File: src/rtl/token_ring_pkg.sv
// Shared definitions for the token ring controller: state encoding and default sizes.
// Latency: n/a (package only).
// Backpressure: n/a (package only).
package token_ring_pkg;

  typedef enum logic [1:0] {
    ST_IDLE = 2'd0,
    ST_SEED = 2'd1,
    ST_PASS = 2'd2,
    ST_HOLD = 2'd3
  } ring_state_t;

  localparam int DEF_NUM_STATIONS = 4;
  localparam int DEF_MAX_HOLD     = 16;
  // Wide enough for any hold limit up to 255.
  localparam int HOLD_CNT_W       = 8;

endpackage

File: src/rtl/token_hold_timer.sv
// Hold-duration counter for the current token holder, with limit compare.
// Latency: o_expired is combinational from the count register (high in the MAX_HOLD-th counted cycle).
// Backpressure: none; i_clear has priority over i_count.
// Ports: i_clk, i_reset_n (async, active-low), i_clear (zero the count), i_count (advance by one), o_expired.
module token_hold_timer
  import token_ring_pkg::*;
#(
  parameter int MAX_HOLD = DEF_MAX_HOLD
) (
  input  logic i_clk,
  input  logic i_reset_n,
  input  logic i_clear,
  input  logic i_count,
  output logic o_expired
);

  logic [HOLD_CNT_W-1:0] r_cnt;

  always_ff @(posedge i_clk or negedge i_reset_n) begin
    if (!i_reset_n) begin
      r_cnt <= '0;
    end else if (i_clear) begin
      r_cnt <= '0;
    end else if (i_count) begin
      r_cnt <= r_cnt + HOLD_CNT_W'(1);
    end
  end

  // Count starts at 0 in the first hold cycle, so MAX_HOLD-1 marks the last allowed one.
  assign o_expired = (r_cnt == HOLD_CNT_W'(MAX_HOLD - 1));

endmodule

File: src/rtl/token_ring_ctrl.sv
// Token ring arbiter: circulates one token among NUM_STATIONS, granting a requester for up to MAX_HOLD cycles.
// Latency: grant rises one cycle after the token position with a pending request is sampled; all outputs registered.
// Backpressure: a holder keeps the token until release or expiry; stop during a hold is deferred to hold exit.
// Ports: i_clk, i_reset_n, i_start, i_stop, i_req[N], i_release[N] in; o_grant[N], o_tok_pos, o_busy, o_timeout out.
module token_ring_ctrl
  import token_ring_pkg::*;
#(
  parameter  int NUM_STATIONS = DEF_NUM_STATIONS,
  parameter  int MAX_HOLD     = DEF_MAX_HOLD,
  localparam int PW           = $clog2(NUM_STATIONS)
) (
  input  logic                    i_clk,
  input  logic                    i_reset_n,
  input  logic                    i_start,
  input  logic                    i_stop,
  input  logic [NUM_STATIONS-1:0] i_req,
  input  logic [NUM_STATIONS-1:0] i_release,
  output logic [NUM_STATIONS-1:0] o_grant,
  output logic [PW-1:0]           o_tok_pos,
  output logic                    o_busy,
  output logic                    o_timeout
);

  ring_state_t             r_state, w_state_nxt;
  logic [PW-1:0]           r_tok_pos, w_tok_pos_nxt;
  logic [NUM_STATIONS-1:0] r_grant, w_grant_nxt;
  logic                    r_busy, r_timeout, w_timeout_nxt;
  logic                    r_stop_pend, w_stop_pend_nxt;
  logic                    w_req_hit, w_rel_hit, w_expired, w_hold_exit;
  logic                    w_tmr_clear, w_tmr_count;

  assign w_req_hit   = i_req[r_tok_pos];
  // Only the holder's release bit matters, and only while holding.
  assign w_rel_hit   = i_release[r_tok_pos];
  assign w_hold_exit = (r_state == ST_HOLD) && (w_rel_hit || w_expired);
  assign w_tmr_clear = (r_state == ST_SEED) || w_hold_exit;
  assign w_tmr_count = (r_state == ST_HOLD);

  token_hold_timer #(
    .MAX_HOLD (MAX_HOLD)
  ) u_hold_timer (
    .i_clk     (i_clk),
    .i_reset_n (i_reset_n),
    .i_clear   (w_tmr_clear),
    .i_count   (w_tmr_count),
    .o_expired (w_expired)
  );

  // State and output registers.
  always_ff @(posedge i_clk or negedge i_reset_n) begin
    if (!i_reset_n) begin
      r_state     <= ST_IDLE;
      r_tok_pos   <= '0;
      r_grant     <= '0;
      r_busy      <= 1'b0;
      r_timeout   <= 1'b0;
      r_stop_pend <= 1'b0;
    end else begin
      r_state     <= w_state_nxt;
      r_tok_pos   <= w_tok_pos_nxt;
      r_grant     <= w_grant_nxt;
      r_busy      <= (w_state_nxt != ST_IDLE);
      r_timeout   <= w_timeout_nxt;
      r_stop_pend <= w_stop_pend_nxt;
    end
  end

  // Next-state logic.
  always_comb begin
    w_state_nxt = r_state;
    case (r_state)
      ST_IDLE: if (i_start && !i_stop) w_state_nxt = ST_SEED;
      ST_SEED: w_state_nxt = i_stop ? ST_IDLE : ST_PASS;
      ST_PASS: begin
        if (i_stop)         w_state_nxt = ST_IDLE;
        else if (w_req_hit) w_state_nxt = ST_HOLD;
      end
      ST_HOLD: begin
        // A stop seen in the exit cycle itself counts as pending too.
        if (w_hold_exit) w_state_nxt = (r_stop_pend || i_stop) ? ST_IDLE : ST_PASS;
      end
      default: w_state_nxt = ST_IDLE;
    endcase
  end

  // Next values of the registered outputs.
  always_comb begin
    w_tok_pos_nxt   = r_tok_pos;
    w_grant_nxt     = '0;
    w_timeout_nxt   = w_hold_exit && !w_rel_hit;
    w_stop_pend_nxt = r_stop_pend;

    case (r_state)
      ST_SEED: w_tok_pos_nxt = '0;
      ST_PASS: if (!i_stop && !w_req_hit) w_tok_pos_nxt = r_tok_pos + PW'(1);
      ST_HOLD: if (w_hold_exit) w_tok_pos_nxt = r_tok_pos + PW'(1);
      default: ;
    endcase

    // tok_pos does not move on entry to or during HOLD, so this is the holder.
    if (w_state_nxt == ST_HOLD) w_grant_nxt = NUM_STATIONS'(1) << w_tok_pos_nxt;

    if (w_state_nxt == ST_IDLE)                w_stop_pend_nxt = 1'b0;
    else if (r_state == ST_HOLD && i_stop)     w_stop_pend_nxt = 1'b1;
  end

  assign o_grant   = r_grant;
  assign o_tok_pos = r_tok_pos;
  assign o_busy    = r_busy;
  assign o_timeout = r_timeout;

endmodule
File: config.mk
export PLATFORM = sky130hd
export DESIGN_NAME = token_ring_ctrl
export DESIGN_NICKNAME = d
export VERILOG_FILES = /design/src/rtl/token_ring_pkg.sv /design/src/rtl/token_hold_timer.sv /design/src/rtl/token_ring_ctrl.sv
export SDC_FILE = /design/constraint.sdc
export NUM_CORES = 1
export LEC_CHECK = 0
export CELL_PAD_IN_SITES_DETAIL_PLACEMENT = 1
export CELL_PAD_IN_SITES_GLOBAL_PLACEMENT = 1
export CORE_MARGIN = 2
export CORE_UTILIZATION = 47
export CTS_CLUSTER_DIAMETER = 80
export CTS_CLUSTER_SIZE = 40
export DETAILED_ROUTE_END_ITERATION = 12
export DONT_BUFFER_PORTS = 1
export PLACE_DENSITY = 0.81
export SETUP_SLACK_MARGIN = 0.4
export SLEW_MARGIN = 15
export SYNTH_ARGS = -nofsm -noshare
export SYNTH_HDL_FRONTEND = slang
export SYNTH_SLANG_ARGS = --single-unit
File: constraint.sdc
create_clock -name i_clk -period 2.2 [get_ports i_clk]
set_input_delay 0.33 -clock i_clk [delete_from_list [all_inputs] [get_ports i_clk]]
set_output_delay 0.33 -clock i_clk [all_outputs]
set_load 0.01 [all_outputs]
Word level (Yosys, flattened, before mapping) --
Cells that the tools add are included.
Word-level totals: flip-flop bits (word level) 19, input port bits 12, output and inout port bits 8, word-level logic and storage cells 51
Operators by class: $add $sub $neg 2, magnitude comparators 1, equality and inequality tests 5, shifts and indexed selects 1, muxes and demuxes 19, reduce and logical (&&, ||, !) cells 16
Operators by type and width (number):
- $mux W2 | 8
- $mux W8 | 2
- $add A8 B1 Y8 const B | 1
- $eq A8 B4 Y1 const B | 1
- $pmux W2 S4 | 1
- $eq A2 B2 Y1 const B | 3
- $pmux W2 S3 | 1
- $reduce_bool A2 Y1 | 3
- $logic_and A1 B1 Y1 | 5
- $bmux W1 S2 | 2
- $logic_not A2 Y1 | 2
- $mux W1 | 4
- $mux W4 | 1
- $shl A1 B2 Y4 const A | 1
- $logic_not A1 Y1 | 3
- $logic_or A1 B1 Y1 | 3
- $lt A2 B3 Y1 const B | 1
- $add A2 B1 Y2 const B | 1
- $eq A2 B1 Y1 const B | 1

Depth between registers and ports, before layout --
Gate-level depths: netlist (run 1).
word-level depth 8, depth in mapped cells 7, gate-level depth less buffers 5

By module --
A second synthesis (run 1) with hierarchy kept.
Second synthesis, totals: cell total of the unflattened synthesis 100, area, all modules 1057.3 µm²
Modules (own cells, without submodules):
- token_ring_ctrl | instances 1, cells each 61, area an instance 663.1 µm², seq. area each 275.3 µm²
- token_hold_timer | instances 1, cells each 39, area an instance 394.1 µm², seq. area each 200.2 µm²

Worst setup path after synthesis (run 1) --
Ideal clock, no wire load.
path type reg-to-reg, from reg r_tok_pos[0], in the netlist o_tok_pos[0], to reg u_hold_timer.r_cnt[6], data arrival time 1816 ps, path slack 302 ps, cell stages (with the launch flop) 6, cells stage by stage dfrtp_1 buf_6 mux4_2 a211o_1 or3_1 o21ai_0
Between the ends: cells in the longest elaborated chain, start to end 6, elaborated cells between the ends (all ways) 7
RTL lines:
- from (decl) | RTL line token_ring_ctrl.sv:25 | logic [PW-1:0] r_tok_pos, w_tok_pos_nxt;
- from (signal assigned) | RTL line token_ring_ctrl.sv:60 | r_tok_pos <= w_tok_pos_nxt;
- $bmux W1 S2 (*) | RTL line token_ring_ctrl.sv:34 | assign w_rel_hit = i_release[r_tok_pos];
- $mux W1 (not written as such) (*) | RTL line token_ring_ctrl.sv:34
- $logic_or A1 B1 Y1 (*) | RTL line token_ring_ctrl.sv:35 | assign w_hold_exit = (r_state == ST_HOLD) && (w_rel_hit || w_expired);
- $logic_and A1 B1 Y1 (*) | RTL line token_ring_ctrl.sv:35
- $logic_or A1 B1 Y1 (*) | RTL line token_ring_ctrl.sv:36 | assign w_tmr_clear = (r_state == ST_SEED) || w_hold_exit;
- $mux W8 / $reduce_bool A2 Y1 (equally long branches)
- to (signal assigned) | RTL line token_hold_timer.sv:25 | r_cnt <= r_cnt + HOLD_CNT_W'(1);
- to (decl) | RTL line token_hold_timer.sv:17 | logic [HOLD_CNT_W-1:0] r_cnt;
Every way passes the cells marked *; elsewhere a longest branch is shown, timed or not. The select of a mux whose other input is x is not followed. A chain may end at the register's enable or synchronous reset.

Worst setup path after layout (run 1) --
from reg r_tok_pos[0], in the netlist o_tok_pos[0], to reg r_grant[1], in the netlist o_grant[1]
Between the ends: cells in the longest elaborated chain, start to end 8, elaborated cells between the ends (all ways) 19
RTL lines:
- $bmux W1 S2, on equally long branches | RTL line token_ring_ctrl.sv:34, token_ring_ctrl.sv:32
- $mux W1, on equally long branches | RTL line token_ring_ctrl.sv:34, token_ring_ctrl.sv:32
- $logic_or A1 B1 Y1 / $logic_not A1 Y1 (equally long branches) | RTL line token_ring_ctrl.sv:35, token_ring_ctrl.sv:95
- $logic_and A1 B1 Y1, on equally long branches | RTL line token_ring_ctrl.sv:35, token_ring_ctrl.sv:95
- $mux W2, on equally long branches | RTL line token_ring_ctrl.sv:80, token_ring_ctrl.sv:95, token_ring_ctrl.sv:96
- $pmux W2 S4 / $pmux W2 S3 (equally long branches) | RTL line token_ring_ctrl.sv:71, token_ring_ctrl.sv:93
- $eq A2 B2 Y1 / $shl A1 B2 Y4 (equally long branches) | RTL line token_ring_ctrl.sv:101 | if (w_state_nxt == ST_HOLD) w_grant_nxt = NUM_STATIONS'(1) << w_tok_pos_nxt;
- $mux W4 (*) | RTL line token_ring_ctrl.sv:101
- net w_grant_nxt[1] | RTL line token_ring_ctrl.sv:26 | logic [NUM_STATIONS-1:0] r_grant, w_grant_nxt;
- to (signal assigned) | RTL line token_ring_ctrl.sv:61 | r_grant <= w_grant_nxt;
- to (decl) | RTL line token_ring_ctrl.sv:26
Mark *: on every way through the listed nets, which the timed path passes. The rest lies on a longest branch. The select of a mux whose other input is x is not followed.

==> flow_summary.yaml, run 1 <==
final_layout:
  final_common_cell: "dfrtp_1"
  fill_cells: 261
  layout_common_cells: "17 x dfrtp_1, 10 x buf_4, 7 x o21ai_0, 6 x inv_1, 6 x nand2_1"
  fin_area_um2: 1280
  instances_no_fill: 150
  final_nets: 136
  num_antenna_cells: 0
  area_delta_synth_final_pct: 15.6
  layout-drive-gt1-share_pct: 26.2
  final_util_pct: 57.8
global_routing:
  grt_first_pass_wirelength_mm: 4.58
  grt-ovfl-total: 0
  gr-usage-all-layers_pct: 23.7
  first_global_vias: 924
  antenna_found_initial: 0
  grt_max_degree: 20
floorplanning:
  die_w_um: 52.5
  start_util_pct: 50.0
  io_pins: 20
  rows: 17
  core-area_um2: 2210
  die-height_um: 52.5
  dieArea_um2: 2760
routing:
  dr.pass1.iters: 4
  wirelength_mm: 3.09
  routed_via_density: 6.55
  antenna_left: 0
  drcViolationCount: 0
  dr.first_iter.drc_count: 25
  vias: 982
  avgRoutedWirePerCell_um: 20.6
sta:
  tightest_slew_ps: 891
  period_needed_ps: 1900
  fmax_ghz: 0.527
  hold_viol_final: 0
  setup_viol: 0
  holdWs_ps: 167
  finalClockSkew_ps: 12.0
  layout_setup_ws_ps: 303
  finalCritPeriodShare_pct: 86.2
  maxSlewHeadroom_pct: 40.4
  rsz0062_at_grt: "true"
  drv_slew: 0
  setup_tns_ps: 0
setup_path:
  crit_arrival_ps: 2120
  cp-start-kind: "flop"
  worstSetupEndpointType: "flop"
  crit_fanout: 5
  crit_buf_inv: 1
  crit_chain: "mux4_2, a211oi_4, buf_4, a31oi_2, a211oi_2"
  crit_required_ps: 2420
  cp_slowest_cell: "mux4_2"
  critPathMaxStageDelay_ps: 600
  crit_family: "compound AO/OA/AOI/OAI gates"
  critPathKind: "reg -> reg"
cts:
  cts_tree: "yes"
  cts-htree-levels: 1
  clk_latency_ps: 310
  clock-sinks: 19
  cts_buffers: 3
  clkTransAtPathRegs_ps: 120
  clockRootBuffer: "clkbuf_4"
  clockBufferDepth: 2
place:
  placed_cell_area_um2: 1140
  place_ws_ps: 256
  io_buffers: 0
  dpl.hpwl_mm: 1.99
  dp_cells: 139
  routabilityCongestion: 0.859
logic_synthesis:
  ys_warn_count: 0
  ys_seq_area_share_pct: 43.0
  synthCells: 113
  syn_area_um2: 1110
  synth_nets: 126
  synth_edf_count: 0
  yosys-top-cells-area: "dfrtp_1 43%, o21ai_0 4.5%, a22o_1 3.2%"
  syn_avg_cell_area_um2: 9.79
  ys_seq_elements: 19
  synth_top_area_share_pct: 43.0
  synth_cell_type_count: 41
  synth-main-ff-cell: "dfrtp_1"
  yosys.area.top_type: "dfrtp_1"
  synthArstFlopShare_pct: 100
power_and_ir_drop:
  total_power_mw: 1.08
  cellPowerDensity_nw_per_um2: 842
  ir_worst_vdd_uv: 501
  leakagePower_nw: 0.538
run_status:
  status: "completed"
worst_hold_path:
  hold_path.class: "in -> reg"
run:
  maxCapViolCount: 0
==> metal layers <==
metal | share of wire (%) | global-route usage (%) | wire (um) | up-vias
met3 | 5.8 | 5.43 | 178 | 14
met1 | 43 | 31.9 | 1330 | 483
li1 | - | - | - | 438
met2 | 49 | 36.0 | 1510 | 47
met5 | 0 | 0 | 0 | -
met4 | 2.3 | 11.1 | 71 | 0
==> state kept, by name, summed over array words and instances, names as in the netlist <==
name and count:
r_stop_pend 1, r_state 2, u_hold_timer.r_cnt 8, o_grant 4, o_timeout 1, o_tok_pos 2
o_busy 1
==> Yosys cell counts (2+ instances only) <==
| library cell | n |
|---|---|
| o21a_1 | 3 |
| inv_1 | 6 |
| mux2_2 | 2 |
| or3_1 | 2 |
| o21ai_0 | 10 |
| o21ai_1 | 2 |
| dfrtp_1 | 19 |
| nor4_1 | 2 |
| a211o_1 | 2 |
| a22o_1 | 4 |
| a211oi_2 | 2 |
| nor2b_1 | 4 |
| and3_1 | 2 |
| nand2_1 | 7 |
| a21oi_1 | 4 |
| xnor2_1 | 2 |
| a311oi_1 | 2 |
| nor3_1 | 6 |
| mux2i_1 | 2 |
| clkbuf_1 | 3 |
| a211oi_1 | 2 |
| nor2_1 | 3 |
| buf_4 | 2 |
| nand3_1 | 3 |
==> worst paths after layout <==
kind | start | to | slack, ps | cells after the start
worst min register to register | u_hold_timer.r_cnt[0] | u_hold_timer.r_cnt[0] | 530 | 1
max in group asynchronous | i_reset_n | r_state[0] | 1010 | 1
min in group asynchronous | i_reset_n | o_grant[1] | 570 | 1
worst max register to register | o_tok_pos[0] | o_grant[1] | 300 | 5
worst min-delay path | i_stop | r_state[1] | 170 | 1
worst max-delay path | o_tok_pos[0] | o_grant[1] | 300 | 5
==> kinds of logic after synthesis <==
| logic type | synth area share (%) |
|---|---|
| AOI/OAI and AO/OA | 24.3 |
| and+or+nand+nor | 15.5 |
| DFF | 43.0 |
| buffers and inverters | 6.22 |
| muxes | 8.26 |
| xor gates and xnor gates | 1.58 |
| adders and majority gates | 1.13 |
==> power by group <==
group | internal [mW] | leakage, nW | total (mW) | switching [mW]
clock network | 0.0707 | 0.0150 | 0.184 | 0.113
registers | 0.393 | 0.258 | 0.455 | 0.0620
logic | 0.183 | 0.265 | 0.437 | 0.254
==> layout make-up <==
| type | count | area [um^2] | share of cell area, % |
|---|---|---|---|
| Clock buffer | 4 | 26.3 | 2.05 |
| Multi-Input combinational cell | 80 | 617 | 48.2 |
| Inverter | 7 | 26.3 | 2.05 |
| Timing Repair Buffer | 12 | 96.3 | 7.53 |
| Sequential cell | 19 | 478 | 37.4 |
| Tap cell | 28 | 35.0 | 2.74 |
==> repair_timing <==
action | CTS | global route
buffers inserted | 3 | 3
setup endpoints to repair | 12 | 13
hold buffers | 1 | 0
pin swaps | 3 | 6
resized for setup | 7 | 10
endpoints found under the hold margin | 19 | 0
Note: power is estimated with default switching activity, not from simulation.
==> inputs of run 2 (changes only) <==
--- a/config.mk
+++ b/config.mk
@@ -14,7 +14,7 @@
 export DETAILED_ROUTE_END_ITERATION = 12
 export DONT_BUFFER_PORTS = 1
 export PLACE_DENSITY = 0.81
-export SETUP_SLACK_MARGIN = 0.4
+export SETUP_SLACK_MARGIN = 0.1
 export SLEW_MARGIN = 15
 export SYNTH_ARGS = -nofsm -noshare
 export SYNTH_HDL_FRONTEND = slang
==> constraint.sdc (replaced) <==
create_clock -name i_clk -period 2.2 [get_ports i_clk]
set_input_delay 0.44 -clock i_clk [delete_from_list [all_inputs] [get_ports i_clk]]
set_output_delay 0.44 -clock i_clk [all_outputs]
set_load 0.01 [all_outputs]
==> flow_summary.yaml, run 2 (synthesized netlist as in run 1, its figures left out) <==
place:
  routabilityCongestion: 0.876
  io_buffers: 0
  dpl.hpwl_mm: 2.01
setup_path:
  crit_required_ps: 2430
  crit_chain: "mux4_2, a211o_1, or3_1, o21ai_0"
  critPathMaxStageDelay_ps: 620
  crit_arrival_ps: 2230
  worstSetupEndpointType: "flop"
  crit_fanout: 7
  cp-start-kind: "flop"
  r2r_slack_ps: 200
  crit_family: "multiplexers"
  crit_buf_inv: 0
  cp_slowest_cell: "mux4_2"
  critPathKind: "reg -> reg"
floorplanning:
  io_pins: 20
  start_util_pct: 50.0
  die-height_um: 52.5
  rows: 17
  dieArea_um2: 2760
  core-area_um2: 2210
  die_w_um: 52.5
final_layout:
  final_util_pct: 53.4
  regMostFlops: "u_hold_timer.r_cnt"
  final_nets: 130
  num_antenna_cells: 0
  largest_reg_flops: 8
  layout-drive-gt1-share_pct: 12.1
  layout_common_cells: "19 x dfrtp_1, 10 x o21ai_0, 7 x nand2_1, 6 x inv_1, 6 x nor3_1"
  area_delta_synth_final_pct: 6.79
  final_common_cell: "dfrtp_1"
global_routing:
  grt_max_degree: 20
  first_global_vias: 924
  grt_first_pass_wirelength_mm: 4.71
  antenna_found_initial: 0
  grt-ovfl-total: 0
  gr-usage-all-layers_pct: 23.7
run_status:
  status: "completed"
power_and_ir_drop:
  cellPowerDensity_nw_per_um2: 844
  swShare_pct: 39.1
  p_int_mw: 0.607
  leakagePower_nw: 0.509
  p_comb_share_pct: 36.2
  ir_worst_vdd_uv: 401
  seqPwrFrac_pct: 45.2
  p_switching_mw: 0.390
  pwr-share-clk_pct: 18.7
routing:
  dr.max_layer_used: "met4"
  wl_met1_mm: 1.29
  antenna_left: 0
  routed_via_density: 6.34
  avgRoutedWirePerCell_um: 19.5
  dr.pass1.iters: 4
  wl_met3_um: 110
  met2_length_mm: 1.40
  drcViolationCount: 0
  wirelength_mm: 2.80
  vias: 913
  dr.first_iter.drc_count: 16
sta:
  fmax_ghz: 0.500
  period_needed_ps: 2000
  tightest_slew_ps: 888
  setup_viol: 0
  setup_tns_ps: 0
  rsz0062_at_grt: "false"
  finalClockSkew_ps: 2.02
  finalCritPeriodShare_pct: 90.8
  drv_slew: 0
  hold_viol_final: 0
  maxSlewHeadroom_pct: 40.6
cts:
  clock-sinks: 19
  cts_buffers: 3
  cts_tree: "yes"
  cts-htree-levels: 1
  clockBufferDepth: 2
  clk_latency_ps: 300
  clkTransAtPathRegs_ps: 120
  post_cts_buffers: 0
  clockRootBuffer: "clkbuf_4"
run:
  maxCapViolCount: 0
worst_hold_path:
  hold_path.class: "in -> reg"
==> run 2: cell count changes in the layout (fill, tap and decap cells not counted), sizes merged <==
cell | previous run | this run
clkinv | 1 | 2
buf | 11 | 5
clkbuf | 4 | 3
==> run 2: power by group through the flow <==
| stage | sequential, mW | clock (mW) | combinational (mW) |
|---|---|---|---|
| after floorplan | 0.432 | 0 | 0.288 |
| after global placement | 0.454 | 0 | 0.328 |
| after detailed placement | 0.458 | 0 | 0.339 |
| after CTS | 0.451 | 0.192 | 0.357 |
| after global routing | 0.459 | 0.204 | 0.401 |
| final | 0.450 | 0.186 | 0.361 |
==> run 2: final timing paths <==
check,from,end,cells after the start
worst min-delay path,i_stop,r_state[1],1
worst max register to register,o_tok_pos[0],u_hold_timer.r_cnt[6],4
worst min register to register,u_hold_timer.r_cnt[0],u_hold_timer.r_cnt[0],1
max in group asynchronous,i_reset_n,r_state[1],1
min in group asynchronous,i_reset_n,o_timeout,1
worst max-delay path,o_tok_pos[0],u_hold_timer.r_cnt[6],4
==> run 2: cell type report <==
cell class,instances,area [um^2]
clock buffers,3,22.5
flip-flops and latches,19,475
fillers,274,1030
repair buffers,6,47.5
clock inverters,1,5.00
well taps,28,35.0
multi-input cells,80,569
inverters,7,26.3
==> run 2: metrics by stage <==
step	hold WS [ps]	instance area (um^2)	total power, mW	instances	setup WS [ps]
floorplan	144	1110	0.720	113	302
global placement	145	1140	0.782	139	264
detailed placement	145	1140	0.797	139	135
CTS	264	1180	1.00	144	190
global route	294	1180	1.06	144	121
finish	269	1180	0.997	144	202
==> run 2: per-layer routing <==
layer  vias up  GRT usage (%)
li1        431              -
met1       456           35.0
met2        24           37.1
met3         2           2.86
met4         0           5.13
met5         -              0
==> run 2: timing repair <==
item | 4_1_cts | 5_1_grt
resized for setup | 1 | 0
hold buffers | 1 | 0
hold endpoints to repair | 19 | 0
endpoints found under the setup margin | 2 | 2
pin swaps | 0 | 1
gates cloned | 0 | 0
